===== src/rtl/id_scoreboard.sv =====
// id_scoreboard: per-register outstanding-write tracker for the decode stage.
// Counts in-flight writes per architectural register and holds issue on RAW
// hazards or when a register's counter is saturated. x0 is never tracked.
module id_scoreboard #(
  parameter int INDEX   = 5,
  parameter int NREG    = 32,
  parameter int CNT_W   = 2,
  parameter int STALL_W = 16
) (
  input  logic               clk_in,
  input  logic               rst_in,
  input  logic               issue_valid_in,
  input  logic               use_rs1_in,
  input  logic               use_rs2_in,
  input  logic [INDEX-1:0]   rs1_in,
  input  logic [INDEX-1:0]   rs2_in,
  input  logic               issue_we_in,
  input  logic [INDEX-1:0]   rd_in,
  output logic               issue_ready_out,
  input  logic               wb_valid_in,
  input  logic [INDEX-1:0]   wb_rd_in,
  input  logic               flush_in,
  output logic [NREG-1:0]    busy_out,
  output logic [STALL_W-1:0] stall_cycles_out,
  output logic               err_out
);

  localparam logic [CNT_W-1:0] CNT_MAX = '1;

  logic [NREG-1:0][CNT_W-1:0] cnt, cnt_nxt;
  logic [NREG-1:0]            inc_vec, dec_vec;
  logic rs1_hit, rs2_hit, rd_full;
  logic inc, dec, err_hit;

  // Hazard detection straight off registered counters; no write-back bypass.
  always_comb begin
    rs1_hit = use_rs1_in  && (rs1_in != '0) && (cnt[rs1_in] != '0);
    rs2_hit = use_rs2_in  && (rs2_in != '0) && (cnt[rs2_in] != '0);
    rd_full = issue_we_in && (rd_in  != '0) && (cnt[rd_in]  == CNT_MAX);
    issue_ready_out = !(flush_in || rs1_hit || rs2_hit || rd_full);
  end

  // Decode the issue increment and write-back decrement into one-hot vectors.
  always_comb begin
    inc     = issue_valid_in && issue_ready_out && issue_we_in && (rd_in != '0);
    dec     = wb_valid_in && (wb_rd_in != '0);
    inc_vec = inc ? (NREG'(1) << rd_in)    : '0;
    dec_vec = dec ? (NREG'(1) << wb_rd_in) : '0;
    // A write-back to an idle register is an error, unless a flush is
    // discarding the whole state this cycle anyway.
    err_hit = dec && !flush_in && (cnt[wb_rd_in] == '0);
  end

  // Next counter values; flush wins, same-register inc+dec nets to zero
  // except from an idle register where the dec is dropped and only inc lands.
  always_comb begin
    cnt_nxt = cnt;
    cnt_nxt[0] = '0;
    for (int i = 1; i < NREG; i++) begin
      if (flush_in)
        cnt_nxt[i] = '0;
      else if (inc_vec[i] && !dec_vec[i])
        cnt_nxt[i] = cnt[i] + CNT_W'(1);
      else if (!inc_vec[i] && dec_vec[i] && (cnt[i] != '0))
        cnt_nxt[i] = cnt[i] - CNT_W'(1);
      else if (inc_vec[i] && dec_vec[i] && (cnt[i] == '0))
        cnt_nxt[i] = CNT_W'(1);
    end
  end

  // Counter state register.
  always_ff @(posedge clk_in or posedge rst_in) begin
    if (rst_in) cnt <= '0;
    else        cnt <= cnt_nxt;
  end

  // Sticky write-back error flag.
  always_ff @(posedge clk_in or posedge rst_in) begin
    if (rst_in)       err_out <= 1'b0;
    else if (err_hit) err_out <= 1'b1;
  end

  // Saturating count of cycles where a valid instruction was held back.
  always_ff @(posedge clk_in or posedge rst_in) begin
    if (rst_in)
      stall_cycles_out <= '0;
    else if (issue_valid_in && !issue_ready_out && (stall_cycles_out != '1))
      stall_cycles_out <= stall_cycles_out + STALL_W'(1);
  end

  // Busy flags reflect registered counters directly.
  always_comb begin
    for (int i = 0; i < NREG; i++) busy_out[i] = (cnt[i] != '0);
  end

endmodule


===== config.mk =====
export PLATFORM = sky130hd
export DESIGN_NAME = id_scoreboard
export DESIGN_NICKNAME = d
export VERILOG_FILES = /design/src/rtl/id_scoreboard.sv
export SDC_FILE = /design/constraint.sdc
export NUM_CORES = 1
export LEC_CHECK = 0
export ABC_CLOCK_PERIOD_IN_PS = 4900
export BUFFER_PORTS_ARGS = -buffer_cell sky130_fd_sc_hd__buf_2
export CAP_MARGIN = 20
export CORE_MARGIN = 4
export CORE_UTILIZATION = 46
export DETAILED_ROUTE_END_ITERATION = 8
export HOLD_SLACK_MARGIN = 0.15
export SLEW_MARGIN = 20
export SYNTH_ARGS = -nofsm -noshare
export SYNTH_HDL_FRONTEND = slang
export SYNTH_SLANG_ARGS = --single-unit

===== constraint.sdc =====
create_clock -name clk_in -period 4.9 [get_ports clk_in]
set_input_delay 0 -clock clk_in [delete_from_list [all_inputs] [get_ports clk_in]]
set_output_delay 0 -clock clk_in [all_outputs]
set_load 0.02 [all_outputs]

### Word-level counts from Yosys, hierarchy flattened

Cells that the tools add are included.

| cells by class | value |
|---|---|
| eq/ne operators | 2 |
| reductions and logical operators | 336 |
| shift operators | 2 |
| add/sub/neg operators | 63 |
| multiplexer cells | 134 |
| magnitude comparators | 4 |

Operators with widths:

| operator | count |
|---|---|
| two-way mux 2 bit | 128 |
| logical AND 1 bit | 169 |
| nonzero test 4 bit | 31 |
| nonzero test 2 bit | 33 |
| logical NOT 1 bit | 64 |
| logical NOT 2 bit | 32 |
| two-way mux 32 bit | 2 |
| << shifter 1 x 5 -> 32 bit (first input constant) | 2 |
| adder 2 x 1 -> 2 bit (second input constant) | 31 |
| subtractor 2 x 1 -> 2 bit (second input constant) | 31 |
| binary-select mux 2 bit (select 5 bit) | 4 |
| less-than comparator 5 x 6 -> 1 bit (second input constant) | 4 |
| nonzero test 5 bit | 4 |
| adder 16 x 1 -> 16 bit (second input constant) | 1 |
| inequality test 16 bit (second input constant) | 1 |
| logical OR 1 bit | 3 |
| equality test 2 bit (second input constant) | 1 |

| storage, ports and cells | value |
|---|---|
| flip-flop bits (word level) | 79 |

### Depth between registers and ports, before layout

Gate-level depths: netlist of the first run.

| logic depth | value |
|---|---|
| depth after elaboration | 18 |
| gate-level depth with buffers | 14 |
| depth with buffers taken out | 9 |

### Least setup slack after synthesis of the first run

OpenSTA, ideal clock, no wires.

| path | value |
|---|---|
| path kind | flip-flop to flip-flop |
| from | register cnt[8] (netlist name) |
| to | register cnt[10] (netlist name) |
| arrival | 2864 ps |
| library setup time | 105 ps |
| cell stages (with the launch flop) | 11 |
| data required time | 4795 ps |
| path slack | 1931 ps |
| cells stage by stage | dfrtp_1 or2_1 a31o_1 nor4_1 a311oi_1 or4b_1 or3_1 buf_2 nor3_2 mux2_2 nor4b_1 |

| on the way | value |
|---|---|
| word-level cells in the longest chain between the ends | 18 |
| elaborated cells between the ends (all ways) | 30 |
| those cells by class | 1 x eq/ne; 10 x mux; 19 x reduce/logical |

Ends and longest elaborated chain:

| item | line | RTL |
|---|---|---|
| start, declared | 30 | `logic [NREG-1:0][CNT_W-1:0] cnt, cnt_nxt;` |
| start signal, assigned | 74 | `else cnt <= cnt_nxt;` |
| binary-select mux 2 bit (select 5 bit) | 37 | `rs1_hit = use_rs1_in && (rs1_in != '0) && (cnt[rs1_in] != '0);` |
| two-way mux 2 bit (not written as such) | 37 |  |
| nonzero test 2 bit | 37 |  |
| logical AND 1 bit | 37 |  |
| logical OR 1 bit (2 in series) | 40 | `issue_ready_out = !(flush_in \|\| rs1_hit \|\| rs2_hit \|\| rd_full);` |
| logical OR 1 bit * | 40 |  |
| logical NOT 1 bit * | 40 |  |
| logical AND 1 bit * (3 in series) | 45 | `inc = issue_valid_in && issue_ready_out && issue_we_in && (rd_in != '0);` |
| two-way mux 32 bit * | 47 | `inc_vec = inc ? (NREG'(1) << rd_in) : '0;` |
| logical NOT 1 bit | 64 | `else if (!inc_vec[i] && dec_vec[i] && (cnt[i] != '0))` |
| logical AND 1 bit (2 in series) | 64 |  |
| two-way mux 2 bit | 64 |  |
| two-way mux 2 bit | 62 | `else if (inc_vec[i] && !dec_vec[i])` |
| two-way mux 2 bit | 60 | `if (flush_in)` |

Mark *: on every way between the ends. The rest lies on a longest branch, timed or not. The select of a mux whose other input is x is not followed.
A chain may end at the register's enable or synchronous reset.

### Final worst setup path of the first run

| path | value |
|---|---|
| from | register cnt[34] (netlist name) |
| to | register cnt[32] (netlist name) |

The elaborated chain is that of the path after synthesis.

==> impl_results.md, run 1 <==
* Die X at 137.0 µm
* Cells after synthesis at 1017
* Switching Fraction at 0.3402
* Max Slew Vio Count at 0
* Met3 usage at 0.04559
* Worst R2R Setup Slack at 1.32 ns
* Status: completed
* Slowest Stage Delay on Critical Path at 0.77 ns
* Max stage delay cell, worst path: or4_4
* NumNets Final at 1125
* # DRC at 0
* Sequential cell area fraction in the yosys report at 0.2584
* # rows at 46
* Mapped Area at 7651 µm²
* Yosys Warn Count at 0
* Seq pwr share at 0.410
* Final period util at 0.7310
* Placer Congestion at 0.9900
* Antenna Cells at 0
* Psw at 0.5860 mW
* H-tree levels at 3
* Vias at 7980
* Initial Util at 0.4748
* Worst path bufs/invs at 0
* Asr flop ratio synth at 1.000
* CTS tree: yes
* 1st-pass router iterations at 5
* First-pass GRT wire length at 38.89 mm
* Minimum clock period at 3.582 ns
* Gr ovfl total at 0
* Unrepaired setup endpoints after global routing: false
* CP startpoint kind: flip-flop
* Global-route track usage on met1 at 0.3818
* Max-Cap Viols at 0
* Initial antenna violation count at 0
* Number of global-route vias before repair at 7286
* Area share of the largest cell type after synthesis at 0.2584
* Clock power share at 0.391
* Die Y at 137.0 µm
* Setup TNS at 0 ns
* Die area at 18760 µm²
* Post-route ant nets at 0
* Layout cell share with drive strength beyond 1 at 0.1243
* Post-synth EDFFs at 0
* Final Hold Viols at 0
* Comb power frac at 0.199
* Fill cells at 1613
* Worst Tran Pin Value at 1.054 ns
* Total power divided by cell area at 204.4 nW/µm²
* Area delta synth->final at 10.12%
* Crit Path Max Fanout at 32
* CP Data Arrival Time at 3.79 ns
* Hpwl dp at 18.15 mm
* Clock Skews at 0.01305 ns
* Drt total wl at 24.49 mm
* Critical path, cell by cell: nor2_1 -> a21oi_1 -> mux4_2 -> nand4b_1 -> o211ai_2 -> or4_4 -> nor3_1 -> mux2i_1 -> o211ai_1
* Worst slew margin at 0.2922
* Pin count of the biggest net entering global routing at 57
* Cell area after layout at 8426 µm²
* GRT Overall Usage at 0.2652
* WP data required at 5.11 ns
* Hold Path End: cnt[6]
* Via/cell ratio at 6.205
* CTS clk-pin slew, worst paths at 0.07 ns
* Syn_nets at 1077
* Fmax at 279.2 MHz
* Clk_lat worst skew at 0.36 ns
* CTS Sinks at 79
* Gr busiest metal: met2
* RR Startpoint: cnt[34]
* First DRT Iteration DRCs at 664
* I/O pins at 78
* Number of CTS-inserted buffers at 9
* Core ar. at 16120 µm²
* CTS resizes at 0
* Critical path class: reg -> reg
* Mean Syn Cell Area at 7.523 µm²
* Hold Crit Class: in -> reg
* Post-place setup slack at 1.224 ns
* Top_reg_cell synth: dfrtp_1
* Met2 GRT Util at 0.4008
* Top cells by count, synth: nor2_1, inv_1, nand2_1
* Worst R2R End: cnt[32]
* Synth cell types at 77
* Worst Slack Setup Final at 1.318 ns
* Internal Pwr Total at 1.136 mW
* Multi-input gate area at 5017 µm²
* Seq. cell area at 1977 µm²
* Hold_sp: wb_rd_in[4]
* Root buffer cell: clkbuf_16
* Leading area contributor after synthesis: dfrtp_1
* DR WL/cell at 19.05 µm
* Worst hold path depth at 5
* Worst vdd rail ir drop at 0.2339 mV
* Top-count cell post-synth: nor2_1
* DP Area at 8089 µm²
* Endpoints failing setup at 0
* Crit. End Element: flip-flop
* Critical path's top delay family: simple AND/OR/NAND/NOR gates
* Worst-case reg-to-reg path depth at 9
* Longest Clk Path Bufs at 2
* Fin util at 0.5228
* PortBufs at 76
* Synth area leaders: dfrtp_1, nor2_1, ha_1
* Lkg Pwr at 3.366 nW
* #FFs+latches synth at 79
timing repair:
| item | 4_1_cts | 5_1_grt |
|---|---|---|
| setup buffers | 0 | 0 |
| hold buffers | 5 | 0 |
| hold endpoints to repair | 42 | 0 |
cells by family after synthesis:
group	synth area share
and+or+nand+nor	0.2996
AOI/OAI and AO/OA	0.2262
buffers and inverters	0.08618
DFF	0.2584
adders and majority gates	0.05233
muxes	0.05282
xor gates and xnor gates	0.02404
other	0.0004901
area by class of cell:
cell class,instances,area share
Clock inverter,7,0.007277
Inverter,106,0.04737
Timing Repair Buffer,87,0.05643
Sequential cell,79,0.2346
Tap cell,216,0.03208
Clock buffer,9,0.02673
Multi-Input combinational cell,782,0.5955
cell usage in the layout, fill, tap and decap left out, types with 31 or more instances in the layout:
cell type / netlist / layout
nor3_1: 79 / 79
nand2_1: 84 / 84
buf_2: 17 / 76
a211oi_1: 31 / 31
ha_1: 32 / 32
nand3_1: 45 / 45
inv_1: 105 / 104
dfrtp_1: 79 / 79
a21oi_1: 45 / 45
nor2_1: 112 / 112
o21ai_0: 33 / 33
metrics by stage:
step           cells  power (mW)  hold WS [ns]
2_1_floorplan   1017      0.9526        0.1586
3_3_place_gp    1265       1.055        0.1415
3_5_place_dp    1265       1.056        0.1433
4_1_cts         1286       1.740        0.2449
5_1_grt         1286       1.804        0.3049
6_report        1286       1.722        0.2645
state kept, by name, summed over array words and instances, names as in the netlist:
name and cells:
stall_cycles_out 16, err_out 1, cnt 62
tightest hold or removal path, stage by stage:
cell	delay [ns]
buf_2	0.15
nor3_1	0.13
nand2_1	0.13
a21o_1	0.12
a211oi_1	0.06
worst max path at each step:
stage	startpoint	end	slack, ns	depth (start not counted)
floorplan	cnt[8]	cnt[10]	1.93	10
global placement	rd_in[1]	cnt[32]	1.39	10
detailed placement	rd_in[1]	cnt[32]	1.22	10
CTS	cnt[34]	cnt[32]	1.37	9
global route	cnt[34]	cnt[32]	1.03	9
finish	cnt[34]	cnt[32]	1.32	9
routing by layer:
layer  share of wire  vias to the layer above
met2            0.44                      292
met1            0.46                     3789
met4           0.026                        0
met5               0                        -
li1                -                     3856
met3           0.079                       43
power by group through the flow:
stage / clock network, mW / registers [mW] / logic (mW)
after detailed placement: 0 / 0.719 / 0.337
after floorplan: 0 / 0.744 / 0.209
after global placement: 0 / 0.719 / 0.337
after global routing: 0.723 / 0.713 / 0.368
after CTS: 0.693 / 0.707 / 0.340
final: 0.674 / 0.707 / 0.342
Power figures use the tool's default switching activity.
==> run 2, diff against run 1 <==
Settings changed: ABC_CLOCK_PERIOD_IN_PS 4900 to 3700.
Clock period 4.9 ns to 3.7 ns, I/O delays scaled along.
==> impl_results.md, run 2 (same netlist as run 1, synthesis figures left out) <==
* CTS clk-pin slew, worst paths at 0.08 ns
* DR WL/cell at 19.14 µm
* Critical path, cell by cell: nor2_1 -> a2111oi_0 -> nor4_1 -> a311oi_1 -> or4b_1 -> or3_1 -> buf_12 -> or4_1 -> a21o_1 -> a21oi_1
* 1st-pass router iterations at 5
* Max stage delay cell, worst path: or3_1
* GRT Overall Usage at 0.2687
* I/O pins at 78
* Number of global-route vias before repair at 7150
* First-pass GRT wire length at 39.27 mm
* Root buffer cell: clkbuf_16
* Total power divided by cell area at 271.0 nW/µm²
* Antenna Cells at 0
* Critical path class: reg -> reg
* Initial Util at 0.4748
* CP startpoint kind: flip-flop
* Hpwl dp at 18.61 mm
* Worst R2R Setup Slack at 0.18 ns
* Area delta synth->final at 11.61%
* Status: completed
* CTS tree: yes
* Die area at 18760 µm²
* Minimum clock period at 3.516 ns
* Clk_lat worst skew at 0.36 ns
* Worst slew margin at 0.2999
* Largest register FFs at 62
* # rows at 46
* Endpoints failing setup at 0
* Final period util at 0.9502
* Crit Path Max Fanout at 19
* Lkg Pwr at 3.444 nW
* Vias at 8011
* Fmax at 284.4 MHz
* Placer Congestion at 0.9345
* CTS Sinks at 79
* Setup TNS at 0 ns
* Final Hold Viols at 0
* Largest regs: cnt (62), stall_cycles_out (16), err_out (1)
* Die X at 137.0 µm
* Unrepaired setup endpoints after global routing: false
* Longest Clk Path Bufs at 2
* Clock Skews at 0.01620 ns
* Fill cells at 1576
* NumNets Final at 1138
* PortBufs at 76
* Commonest non-fill, non-tap cell in the layout: nor2_1
* Hold Crit Class: in -> async
* Drt total wl at 24.86 mm
* Via/cell ratio at 6.167
* Power, Total at 2.314 mW
* Slowest Stage Delay on Critical Path at 0.58 ns
* First DRT Iteration DRCs at 939
* H-tree levels at 3
* Number of CTS-inserted buffers at 9
* WP data required at 3.97 ns
* Max-Cap Viols at 0
* Gr ovfl total at 0
* Top reg by flops: cnt
* Worst Tran Pin Value at 1.042 ns
* Pin count of the biggest net entering global routing at 46
* Post-route ant nets at 0
* Die Y at 137.0 µm
* Layout cell share with drive strength beyond 1 at 0.1339
* Crit. End Element: flip-flop
* Worst vdd rail ir drop at 0.4119 mV
* # DRC at 0
* Initial antenna violation count at 0
* Max Slew Vio Count at 0
* Core ar. at 16120 µm²
* Most frequent cells in the layout: nor2_1, inv_1, nand2_1
* CP Data Arrival Time at 3.79 ns
[run 2: changes by cell type in the layout (fill, tap and decap cells not counted), sizes merged]
| cell | previous run | this run |
|---|---|---|
| buf | 82 | 95 |
[run 2: path summary, 6_finish.rpt]
| check | end | cells after the start | start |
|---|---|---|---|
| setup / recovery | cnt[40] | 10 | cnt[10] |
| hold / removal | stall_cycles_out[2] | 3 | rst_in |
| setup reg to reg | cnt[40] | 10 | cnt[10] |
| hold reg to reg | stall_cycles_out[8] | 1 | stall_cycles_out[8] |
| max in group asynchronous | cnt[37] | 4 | rst_in |
| min in group clk_in | cnt[4] | 5 | wb_rd_in[4] |
[run 2: final cells by class]
type	count	area, µm²	share of cell area
multi-input cells	782	5021	0.5880
flip-flops and latches	79	1977	0.2315
repair buffers	100	585.6	0.06857
inverters	106	399.1	0.04674
well taps	216	270.3	0.03165
clock buffers	9	225.2	0.02637
clock inverters	7	61.31	0.007179
[run 2: critical path, delay by kind of cell (launching register included)]
kind                   cells  cell delay, ns
AOI/OAI and AO/OA          4            0.57
buffers and inverters      1            0.26
DFF                        1            0.42
and+or+nand+nor            5            2.17
[run 2: routing by layer]
layer	track usage	vias to the layer above	part of all wire
met3	0.06029	47	0.091
met4	0.06929	0	0.021
met5	0	-	0
met2	0.3940	358	0.42
li1	-	3861	-
met1	0.3983	3745	0.47
[run 2: through the flow]
| step | setup WS (ns) | util | hold WS (ns) | std cells | instance area (µm²) |
|---|---|---|---|---|---|
| 2_1_floorplan | 0.7310 | - | 0.1586 | 1017 | 7651 |
| 3_3_place_gp | 0.3051 | 0.5086 | 0.09448 | 1278 | 8197 |
| 3_5_place_dp | 0.2520 | 0.5086 | 0.1012 | 1278 | 8197 |
| 4_1_cts | 0.2136 | 0.5295 | 0.2563 | 1299 | 8533 |
| 5_1_grt | 0.02083 | 0.5299 | 0.3202 | 1299 | 8539 |
| 6_report | 0.1841 | 0.5299 | 0.2450 | 1299 | 8539 |
[run 2: report_power, final]
part | switching [mW] | internal [mW]
Clock | 0.437 | 0.470
Combinational | 0.324 | 0.148
Sequential | 0.0373 | 0.897
Total | 0.799 | 1.51
[run 2: repair_timing]
action / 4_1_cts / 5_1_grt
hold buffers: 5 / 0
setup endpoints to repair: 0 / 1
buffers inserted: 0 / 0
gates resized for setup: 0 / 1
endpoints found under the hold margin: 40 / 0
==> run 3, diff against run 2 <==
Settings changed: GPL_TIMING_DRIVEN set to 0.
==> impl_results.md, run 3 (same netlist as run 1, synthesis figures left out) <==
* DR WL/cell at 20.72 µm
* CTS tree: yes
* Hold Crit Class: in -> async
* Area delta synth->final at 13.79%
* Critical path's top delay family: simple AND/OR/NAND/NOR gates
* PortBufs at 72
* Worst vdd rail ir drop at 0.3479 mV
* Post-CTS Setup Bufs at 0
* Fmax at 282.8 MHz
* First DRT Iteration DRCs at 849
* I/O pins at 78
* Most frequent cells in the layout: nor2_1, inv_1, buf_2
* Clock Skews at 0.009660 ns
* Critical path, cell by cell: nor2_1 -> a21oi_1 -> mux4_2 -> nand4b_1 -> o211ai_2 -> or4_4 -> buf_6 -> clkbuf_1 -> nor4_1 -> nor3_1 -> a211oi_1
* Placed cells at 1306
* Max stage delay cell, worst path: or4_4
* Internal Pwr Total at 1.667 mW
* Endpoints failing setup at 0
* Root buffer cell: clkbuf_16
* Top reg by flops: cnt
* Vias at 8336
* Non-filler cells, final at 1327
* Worst R2R Setup Slack at 0.16 ns
* Max-Cap Viols at 0
* Minimum clock period at 3.536 ns
* Lkg Pwr at 3.501 nW
* Worst Tran Pin Value at 1.058 ns
* Slowest Stage Delay on Critical Path at 0.54 ns
* Worst slew margin at 0.2919
* Number of CTS-inserted buffers at 9
* Comb power frac at 0.208
* Largest regs: cnt (62), stall_cycles_out (16), err_out (1)
* Longest Clk Path Bufs at 2
* Crit Path Max Fanout at 10
* Hpwl dp at 20.89 mm
* Die area at 18760 µm²
* Unrepaired setup endpoints after global routing: false
* Die Y at 137.0 µm
* H-tree levels at 3
* Critical path class: reg -> reg
* # DRC at 0
* Layout cell share with drive strength beyond 1 at 0.1369
* RR Startpoint: cnt[46]
* CP Data Arrival Time at 3.80 ns
* CTS Sinks at 79
* Post-route ant nets at 0
* CTS clk-pin slew, worst paths at 0.07 ns
* Status: completed
* CP startpoint kind: flip-flop
* Drt total wl at 27.49 mm
* Clock power share at 0.418
* Pin count of the biggest net entering global routing at 45
* Final Hold Viols at 0
* 1st-pass router iterations at 8
* Clk_lat worst skew at 0.36 ns
* First-pass GRT wire length at 42.41 mm
* Total power divided by cell area at 287.6 nW/µm²
* Max Slew Vio Count at 0
* Largest register FFs at 62
* Switching Fraction at 0.3343
* Setup TNS at 0 ns
* NumNets Final at 1165
* Number of global-route vias before repair at 7502
* Worst R2R End: cnt[6]
* Die X at 137.0 µm
* Psw at 0.8371 mW
* Crit. End Element: flip-flop
* Placer Congestion at 1.014
* Core ar. at 16120 µm²
* WP depth at 11
* Initial antenna violation count at 1
* # rows at 46
* Commonest non-fill, non-tap cell in the layout: nor2_1
* Initial Util at 0.4748
* Final period util at 0.9557
* WP data required at 3.96 ns
* Seq pwr share at 0.374
* Via/cell ratio at 6.282
* GRT Overall Usage at 0.2963
* Gr ovfl total at 0
* Worst path bufs/invs at 2
* Worst-case reg-to-reg path depth at 11
run 3: layout make-up:
cell class                 count  area [µm²]
fill                        1625        7410
clock buffer                   9       225.2
multi-input combinational    782        5032
buffer                        50       261.5
antenna                        1       2.502
tap                          216       270.3
clock inverter                 7       108.9
inverter                     106       400.4
timing repair buffer          77       427.9
sequential                    79        1977
run 3: worst min-delay path, stage by stage:
cell and delay (ns):
dlygate4sd3_1 0.53, buf_2 0.13, inv_4 0.38
run 3: repair_timing:
action                                  in CTS  in global routing
endpoints found under the hold margin       81                  0
hold buffers                                 4                  0
resized for setup                            0                  3
endpoints found under the setup margin       0                 16
run 3: per-layer routing:
layer | GRT usage | up-vias | share of wire
met5 | 0 | - | 0
met4 | 0.09645 | 0 | 0.029
met3 | 0.05294 | 62 | 0.092
met2 | 0.4463 | 409 | 0.43
met1 | 0.4290 | 3956 | 0.45
li1 | - | 3909 | -
run 3: per-stage QoR:
stage	util	hold WS, ns	total power [mW]	worst slack [ns]	instance area, µm²
floorplan	-	0.1586	1.261	0.7310	7651
global placement	0.5139	0.2820	1.457	0.1321	8282
detailed placement	0.5162	0.08122	1.460	0.1391	8319
CTS	0.5394	0.2334	2.509	0.1120	8693
global route	0.5401	0.2913	2.589	0.01518	8703
finish	0.5402	0.2264	2.504	0.1640	8706
run 3: how the worst max path moves through the flow:
stage,start,endpoint,slack [ns]
CTS,cnt[34],cnt[32],0.11
floorplan,cnt[8],cnt[10],0.73
global route,cnt[46],cnt[4],0.02
detailed placement,cnt[34],cnt[32],0.14
finish,cnt[46],cnt[6],0.16
global placement,cnt[34],cnt[32],0.13
run 3: power by group through the flow:
| stage | registers [mW] | logic [mW] | clock network, mW |
|---|---|---|---|
| final | 0.937 | 0.521 | 1.05 |
| after global routing | 0.942 | 0.556 | 1.09 |
| after CTS | 0.936 | 0.512 | 1.06 |
| after detailed placement | 0.951 | 0.509 | 0 |
| after global placement | 0.952 | 0.505 | 0 |
| after floorplan | 0.985 | 0.276 | 0 |
